===== src/rtl/tdm_pkg.sv =====
// Shared constants and state type for the 4-channel TDM demultiplexer.
package tdm_pkg;
   localparam int NCH   = 4;
   localparam int SEL_W = 2;

   localparam logic [SEL_W-1:0] SLOT0     = '0;
   localparam logic [SEL_W-1:0] LAST_SLOT = SEL_W'(NCH - 1);

   typedef enum logic {
      HUNT   = 1'b0,
      LOCKED = 1'b1
   } tdm_state_t;
endpackage


===== src/rtl/tdm_slot_counter.sv =====
// 2-bit slot counter: clear has priority over load-to-1, which has priority over increment.
module tdm_slot_counter
   import tdm_pkg::*;
(
   input  logic             clk,
   input  logic             rst,
   input  logic             clr,
   input  logic             load1,
   input  logic             inc,
   output logic [SEL_W-1:0] sel
);

   logic [SEL_W-1:0] sel_q, sel_d;

   always_comb begin
      sel_d = sel_q;
      if (clr)
         sel_d = SLOT0;
      else if (load1)
         sel_d = SEL_W'(1);
      else if (inc)
         sel_d = sel_q + SEL_W'(1);
   end

   always_ff @(posedge clk) begin
      if (rst)
         sel_q <= SLOT0;
      else
         sel_q <= sel_d;
   end

   assign sel = sel_q;

endmodule


===== src/rtl/tdm_demux_4ch.sv =====
// Four-channel TDM demultiplexer: steers valid samples into registered channel
// outputs by slot, aligning on frame_sync and flagging alignment errors.
//
//   state  | meaning
//   HUNT   | waiting for a sample tagged with frame_sync; untagged samples dropped
//   LOCKED | aligned; sel tracks the next slot to be written
module tdm_demux_4ch
   import tdm_pkg::*;
#(
   parameter int W = 8
) (
   input  logic             clk,
   input  logic             rst,
   input  logic [W-1:0]     din,
   input  logic             din_valid,
   input  logic             frame_sync,
   input  logic             err_clr,
   output logic [W-1:0]     ch0,
   output logic [W-1:0]     ch1,
   output logic [W-1:0]     ch2,
   output logic [W-1:0]     ch3,
   output logic [NCH-1:0]   ch_valid,
   output logic             frame_done,
   output logic [SEL_W-1:0] sel,
   output logic             locked,
   output logic             sync_err
);

   tdm_state_t       state_q, state_d;
   logic [W-1:0]     ch_q [NCH];
   logic [W-1:0]     ch_d [NCH];
   logic [NCH-1:0]   ch_valid_q, ch_valid_d;
   logic             frame_done_q, frame_done_d;
   logic             sync_err_q, sync_err_d;
   logic             err_set;
   logic             cnt_clr, cnt_load1, cnt_inc;
   logic [SEL_W-1:0] sel_q;

   tdm_slot_counter u_slot_counter (
      .clk   (clk),
      .rst   (rst),
      .clr   (cnt_clr),
      .load1 (cnt_load1),
      .inc   (cnt_inc),
      .sel   (sel_q)
   );

   always_comb begin
      state_d      = state_q;
      ch_d         = ch_q;
      ch_valid_d   = '0;
      frame_done_d = 1'b0;
      err_set      = 1'b0;
      cnt_clr      = 1'b0;
      cnt_load1    = 1'b0;
      cnt_inc      = 1'b0;

      if (din_valid) begin
         case (state_q)
            HUNT: begin
               if (frame_sync) begin
                  ch_d[SLOT0]       = din;
                  ch_valid_d[SLOT0] = 1'b1;
                  cnt_load1         = 1'b1;
                  state_d           = LOCKED;
               end
            end
            LOCKED: begin
               if (frame_sync) begin
                  // an early sync abandons the partial frame and restarts at slot 0
                  err_set           = (sel_q != SLOT0);
                  ch_d[SLOT0]       = din;
                  ch_valid_d[SLOT0] = 1'b1;
                  cnt_load1         = 1'b1;
               end else if (sel_q == SLOT0) begin
                  err_set = 1'b1;
                  cnt_clr = 1'b1;
                  state_d = HUNT;
               end else begin
                  ch_d[sel_q]       = din;
                  ch_valid_d[sel_q] = 1'b1;
                  cnt_inc           = 1'b1;
                  frame_done_d      = (sel_q == LAST_SLOT);
               end
            end
            default: state_d = HUNT;
         endcase
      end

      if (err_set)
         sync_err_d = 1'b1;
      else if (err_clr)
         sync_err_d = 1'b0;
      else
         sync_err_d = sync_err_q;
   end

   always_ff @(posedge clk) begin
      if (rst) begin
         state_q      <= HUNT;
         ch_valid_q   <= '0;
         frame_done_q <= 1'b0;
         sync_err_q   <= 1'b0;
         for (int k = 0; k < NCH; k++)
            ch_q[k] <= '0;
      end else begin
         state_q      <= state_d;
         ch_valid_q   <= ch_valid_d;
         frame_done_q <= frame_done_d;
         sync_err_q   <= sync_err_d;
         ch_q         <= ch_d;
      end
   end

   assign ch0        = ch_q[0];
   assign ch1        = ch_q[1];
   assign ch2        = ch_q[2];
   assign ch3        = ch_q[3];
   assign ch_valid   = ch_valid_q;
   assign frame_done = frame_done_q;
   assign sel        = sel_q;
   assign locked     = (state_q == LOCKED);
   assign sync_err   = sync_err_q;

endmodule


===== config.mk =====
export PLATFORM = sky130hd
export DESIGN_NAME = tdm_demux_4ch
export DESIGN_NICKNAME = d
export VERILOG_FILES = /design/src/rtl/tdm_pkg.sv /design/src/rtl/tdm_slot_counter.sv /design/src/rtl/tdm_demux_4ch.sv
export SDC_FILE = /design/constraint.sdc
export NUM_CORES = 1
export LEC_CHECK = 0
export ABC_AREA = 1
export CAP_MARGIN = 10
export CORE_MARGIN = 8
export CORE_UTILIZATION = 45
export CTS_CLUSTER_SIZE = 12
export DETAILED_ROUTE_END_ITERATION = 10
export PLACE_DENSITY = 0.78
export SLEW_MARGIN = 40
export SYNTH_ARGS = -nofsm -noshare
export SYNTH_HDL_FRONTEND = slang
export SYNTH_SLANG_ARGS = --single-unit
export TNS_END_PERCENT = 1

===== constraint.sdc =====
create_clock -name clk -period 1.8 [get_ports clk]
set_input_delay 0.36 -clock clk [delete_from_list [all_inputs] [get_ports clk]]
set_output_delay 0.36 -clock clk [all_outputs]
set_load 0.02 [all_outputs]

==> flow_metrics.py, run 1 <==
metrics = {
    "status": {
        "outcome": "completed",
    },
    "timing": {
        "slew_viol_final": 0,
        "setup-tns-final_ps": 0,
        "relSlewSlack_pct": 77.6,
        "setup_viol": 0,
        "worst_slew_pin_slew_ps": 335,
        "max_freq_mhz": 582,
        "finalHoldViolCount": 0,
        "rsz0062_at_grt": "false",
        "post-route-period-util_pct": 95.4,
        "fin_skew_ps": 5.99,
        "finalCriticalPeriod_ps": 1720,
    },
    "clock_tree": {
        "cts.sinks": 40,
        "clk_latency_ps": 300,
        "cts_tree": "done",
        "clk_pin_slew_ps": 80,
        "h-tree-depth": 2,
        "cts-resized-gates": 0,
        "root_buffer": "clkbuf_8",
        "post_cts_buffers": 0,
        "cts_buffer_depth": 2,
        "cts_hold_buf": 0,
        "cts_made_buffers": 5,
    },
    "placement": {
        "dpl.cell_count": 324,
        "dp_hpwl_um": 2930,
        "port_buffers": 53,
        "post_dp_cell_area_mm2": 0.00225,
        "globalplace.congestion": 0.787,
    },
    "logic_synthesis": {
        "synth-seq-area-share_pct": 47.8,
        "yosysWarnings": 0,
        "synth.avg_cell_area_um2": 7.47,
        "synthesis.instances": 224,
        "synth_top_cell_area_share_pct": 47.8,
        "synthesis.area_mm2": 0.00167,
        "ys_ff_latch": 40,
        "syn_nets": 243,
        "synth_top_area_cell": "dfxtp_1",
        "synth_area_leaders": "dfxtp_1 48%, nor2_1 17%, inv_1 6.1%",
        "synth_cell_types": 22,
    },
    "floorplan": {
        "die_x_um": 77.0,
        "core_area_mm2": 0.00361,
        "initial_utilization_pct": 46.4,
        "num_rows": 22,
        "fp.dieArea_mm2": 0.00593,
        "fp.dieH_um": 77.0,
        "io_pins": 54,
    },
    "worst_setup_path": {
        "cp-end-kind": "output pin",
        "r2r_cells": 9,
        "crit_buf_inv": 2,
        "path_delay_family": "buffers and inverters",
        "start_kind": "flop",
        "startpoint": "u_slot_counter.sel[1]$_SDFFE_PP0P_",
        "reg2reg_slack_ps": 170,
        "worstSetupPathDepth": 2,
        "timing.rr.end": "ch1[6]$_SDFFE_PP0P_",
        "critical_path_class": "reg2out",
        "cp.arrival_ps": 1360,
        "slowest_stage": "clkdlybuf4s50_1",
        "critPathMaxStageDelay_ps": 600,
        "worstPathRequired_ps": 1440,
        "critPathCapture": "sel[1]",
        "path_max_fanout": 4,
        "crit_chain": "buf_4 -> clkdlybuf4s50_1",
        "timing.rr.start": "u_slot_counter.sel[0]$_SDFFE_PP0P_",
    },
    "hold_path": {
        "min_path_type": "reg2reg",
        "min_from": "sync_err$_SDFFE_PP0P_",
    },
    "job": {
        "drv_cap": 0,
    },
    "route": {
        "route.vias.total": 1530,
        "routed_wl_um": 3950,
        "viasPerCell": 4.61,
        "drc": 0,
        "drtPass1Iterations": 4,
        "drt_iter0_drc": 104,
        "routedWlPerCell_um": 11.9,
        "ant_nets": 0,
    },
    "power": {
        "pwr-share-comb_pct": 11.9,
        "clock_power_share_pct": 35.7,
        "power_mw": 1.74,
        "switching_share_pct": 25.4,
        "p_leak_nw": 1.04,
        "p_seq_share_pct": 52.4,
        "p_per_area_mw_per_mm2": 742,
        "p_switching_mw": 0.442,
        "p_int_mw": 1.30,
        "ir_drop_v": 0.000434,
    },
    "layout": {
        "stdcell_count": 332,
        "final_nets": 302,
        "area_growth_syn_to_layout_pct": 40.2,
        "final.fill_count": 328,
        "stdcell_area_mm2": 0.00235,
        "drive_gt1_share_pct": 8.45,
        "antenna_cells": 0,
    },
    "grt": {
        "antenna_found_initial": 0,
        "grt_pass1_wl_um": 6630,
        "grt_pass1_vias": 1463,
        "grt-ovfl-total": 0,
        "grt_usage_pct": 13.7,
        "grt_max_degree": 33,
    },
}
-- per-stage QoR --
| step | utilization, % | hold slack (ps) | setup slack [ps] |
|---|---|---|---|
| finish | 65.1 | 472 | 82.3 |
| global placement | 62.5 | 454 | -29.2 |
| global route | 65.1 | 504 | 15.2 |
| detailed placement | 62.5 | 466 | -67.6 |
| floorplan | - | 429 | 95.1 |
| CTS | 65.1 | 477 | 73.1 |
-- cell usage in the layout, fill, tap and decap left out, drive strengths merged --
cell type,Yosys,layout
nor2,78,78
ha,6,6
nand4,1,1
dfxtp,40,40
inv,29,29
a21boi,1,1
buf,2,4
o21ai,24,24
clkdlybuf4s50,0,53
clkinv,3,5
clkbuf,3,6
a21oi,4,4
nand3,3,3
nand2,30,30
-- sequential cells by signal, indices dropped and copies added, names as in the netlist --
register / flops
ch2: 8
ch3: 8
u_slot_counter.sel: 2
ch_valid: 4
ch1: 8
sync_err: 1
locked: 1
ch0: 8
-- cell type report --
| cell class | instances | area [µm²] | share of cell area [%] |
|---|---|---|---|
| Multi-Input combinational cell | 147 | 698 | 29.7 |
| Timing Repair Buffer | 57 | 561 | 23.9 |
| Clock buffer | 6 | 82.6 | 3.52 |
| Inverter | 32 | 135 | 5.76 |
| Tap cell | 48 | 60.1 | 2.56 |
| Clock inverter | 2 | 10.0 | 0.426 |
| Sequential cell | 40 | 801 | 34.1 |
-- cells by family (layout without fill, tap and decap cells) --
group | count (synthesis) | count (layout) | share of synthesized area [%]
AO/OA/AOI/OAI | 29 | 29 | 8.82
buffers and inverters | 37 | 97 | 10.5
flip-flops | 40 | 40 | 47.8
adder cells (fa/ha/maj) | 6 | 6 | 4.48
AND/OR/NAND/NOR | 112 | 112 | 28.4
-- routing by layer --
metal	track usage, %	routed length, µm
met4	5.28	70
met3	7.23	366
met2	21.4	1750
met5	0	0
met1	15.5	1770
-- cell usage after synthesis (all sizes together) --
cell type,number
ha,6
clkinv,3
a21oi,4
nand2,30
nand4,1
inv,29
nor2,78
buf,2
clkbuf,3
nand3,3
a21boi,1
dfxtp,40
o21ai,24
-- worst reg2reg max path, cell delays in order, from the launching register on --
cell and delay [ps]:
dfxtp_1 330, inv_1 70, ha_1 220, inv_2 80, ha_1 160, inv_1 90, nor2_8 190, nand2_4 110
o21ai_0 190, nor2_1 60
-- how the worst min path moves through the flow --
stage	end	slack, ps	cells after the start
floorplan	sync_err$_SDFFE_PP0P_	430	1
CTS	sync_err$_SDFFE_PP0P_	480	2
finish	sync_err$_SDFFE_PP0P_	470	2
global route	sync_err$_SDFFE_PP0P_	500	2
global placement	sync_err$_SDFFE_PP0P_	450	2
detailed placement	sync_err$_SDFFE_PP0P_	470	2
-- power groups by stage --
stage / clock network, mW / logic, mW / registers (mW)
2_1_floorplan: 0 / 0.0912 / 0.957
3_3_place_gp: 0 / 0.205 / 0.934
3_5_place_dp: 0 / 0.207 / 0.934
4_1_cts: 0.634 / 0.209 / 0.913
5_1_grt: 0.681 / 0.231 / 0.916
6_report: 0.621 / 0.208 / 0.913
Note: power is estimated with default switching activity, not from simulation.
==> run 2, diff against run 1 <==
--- a/config.mk
+++ b/config.mk
@@ -7,11 +7,12 @@
 export LEC_CHECK = 0
 export ABC_AREA = 1
 export CAP_MARGIN = 10
-export CORE_MARGIN = 8
 export CORE_UTILIZATION = 45
 export CTS_CLUSTER_SIZE = 12
 export DETAILED_ROUTE_END_ITERATION = 10
-export PLACE_DENSITY = 0.78
+export DONT_BUFFER_PORTS = 1
+export PLACE_DENSITY = 0.6
+export SKIP_CTS_REPAIR_TIMING = 1
 export SLEW_MARGIN = 40
 export SYNTH_ARGS = -nofsm -noshare
 export SYNTH_HDL_FRONTEND = slang
==> run 2 against run 1 <==
Total power rose by 8.3%. Cell count fell by 17%. Worst hold slack got worse by 340 ps.
==> flow_metrics.py, run 2 (synthesis gave the netlist of run 1 again) <==
metrics = {
    "layout": {
        "final_cell_mix": "76 x nor2_1, 40 x dfxtp_1, 27 x inv_1",
        "final.fill_count": 343,
        "final_nets": 248,
        "antenna_cells": 0,
        "stdcell_area_mm2": 0.00186,
        "area_growth_syn_to_layout_pct": 10.8,
        "drive_gt1_share_pct": 9.61,
        "final_common_cell": "nor2_1",
    },
    "worst_setup_path": {
        "critical_path_class": "reg2reg",
        "worstPathRequired_ps": 1980,
        "timing.rr.end": "ch1[6]$_SDFFE_PP0P_",
        "startpoint": "u_slot_counter.sel[0]$_SDFFE_PP0P_",
        "r2r_cells": 9,
        "cp.arrival_ps": 1780,
        "timing.rr.start": "u_slot_counter.sel[0]$_SDFFE_PP0P_",
        "start_kind": "flop",
        "cp-end-kind": "flop",
        "path_max_fanout": 9,
        "reg2reg_slack_ps": 200,
    },
    "clock_tree": {
        "clk_latency_ps": 290,
        "cts_buffer_depth": 2,
        "cts.sinks": 40,
        "clk_pin_slew_ps": 70,
        "cts_tree": "done",
        "h-tree-depth": 2,
        "cts_made_buffers": 5,
        "root_buffer": "clkbuf_8",
    },
    "timing": {
        "setup-tns-final_ps": 0,
        "relSlewSlack_pct": 72.5,
        "finalCriticalPeriod_ps": 1600,
        "slew_viol_final": 0,
        "holdWs_ps": 134,
        "worst_slew_pin_slew_ps": 412,
        "fin_skew_ps": 9.24,
        "finalHoldViolCount": 0,
        "setup_viol": 0,
        "rsz0062_at_grt": "false",
        "post-route-period-util_pct": 88.8,
        "max_freq_mhz": 626,
    },
    "grt": {
        "grt_pass1_vias": 1215,
        "grt-ovfl-total": 0,
        "antenna_found_initial": 0,
        "grt_max_degree": 25,
        "grt_pass1_wl_um": 5480,
        "grt_usage_pct": 17.7,
    },
    "floorplan": {
        "initial_utilization_pct": 48.6,
        "num_rows": 21,
        "fp.dieArea_mm2": 0.00397,
        "fp.dieH_um": 63.0,
        "io_pins": 54,
        "die_x_um": 63.0,
        "core_area_mm2": 0.00344,
    },
    "route": {
        "drt_iter0_drc": 42,
        "drc": 0,
        "routedWlPerCell_um": 11.7,
        "drtPass1Iterations": 4,
        "routed_wl_um": 3220,
        "route.vias.total": 1272,
        "viasPerCell": 4.63,
        "ant_nets": 0,
    },
    "power": {
        "power_mw": 1.89,
        "ir_drop_v": 0.000469,
        "p_leak_nw": 0.869,
        "p_per_area_mw_per_mm2": 1020,
    },
    "hold_path": {
        "hold_path_end": "ch_valid[0]$_SDFF_PP0_",
        "min_path_type": "in2reg",
        "hold_depth": 1,
        "min_from": "rst",
    },
    "placement": {
        "post_dp_cell_area_mm2": 0.00173,
        "port_buffers": 0,
        "globalplace.congestion": 0.800,
        "dp_hpwl_um": 2460,
    },
    "status": {
        "outcome": "completed",
    },
    "job": {
        "drv_cap": 0,
    },
}
==> run 2: worst max-delay path, stage by stage (launching register included) <==
cell and delay [ps]:
dfxtp_1 330, inv_1 70, ha_1 230, inv_2 80, ha_1 160, inv_1 90, nor2_8 190, nand2_4 110
o21ai_0 190, nor2_1 50
==> run 2: where the power goes <==
group          internal, mW  total [mW]  switching (mW)
Sequential            0.903       0.936          0.0331
Clock                 0.546       0.839           0.293
Combinational        0.0407       0.111          0.0704
==> run 2: cell type report <==
cell class	instances	area, µm²	share of cell area [%]
Clock inverter	2	60.1	3.24
Clock buffer	5	68.8	3.71
Multi-Input combinational cell	147	698	37.6
Sequential cell	40	801	43.2
Tap cell	46	57.6	3.10
Inverter	32	135	7.28
Timing Repair Buffer	3	35.0	1.89
==> run 2: worst max path at each step <==
stage / to / slack (ps) / cells past startpoint
2_1_floorplan: ch2[1]$_SDFFE_PP0P_ / 100 / 9
3_3_place_gp: ch3[1]$_SDFFE_PP0P_ / 250 / 9
3_5_place_dp: ch1[6]$_SDFFE_PP0P_ / 190 / 9
4_1_cts: ch1[6]$_SDFFE_PP0P_ / 180 / 9
5_1_grt: ch1[5]$_SDFFE_PP0P_ / 30 / 9
6_report: ch1[6]$_SDFFE_PP0P_ / 200 / 9
==> run 2: through the flow <==
stage,instances,utilization [%],worst slack (ps)
6_report,275,53.9,202
3_5_place_dp,268,50.2,188
5_1_grt,275,53.9,29.9
3_3_place_gp,268,50.2,247
4_1_cts,275,53.9,178
2_1_floorplan,224,-,95.1
==> run 2: metal layers <==
metal / GRT usage (%) / wire [µm] / up-vias
met2: 27.8 / 1430 / 35
met1: 21.2 / 1460 / 548
li1: - / - / 684
met4: 7.85 / 48 / 0
met5: 0 / 0 / -
met3: 6.75 / 290 / 5
==> run 3, diff against run 2 <==
--- a/config.mk
+++ b/config.mk
@@ -13,7 +13,7 @@
 export DONT_BUFFER_PORTS = 1
 export PLACE_DENSITY = 0.6
 export SKIP_CTS_REPAIR_TIMING = 1
-export SLEW_MARGIN = 40
+export SLEW_MARGIN = 25
 export SYNTH_ARGS = -nofsm -noshare
 export SYNTH_HDL_FRONTEND = slang
 export SYNTH_SLANG_ARGS = --single-unit
==> results of run 3 <==
Same layout as run 2: the final DEF is identical, and so are final timing and power.
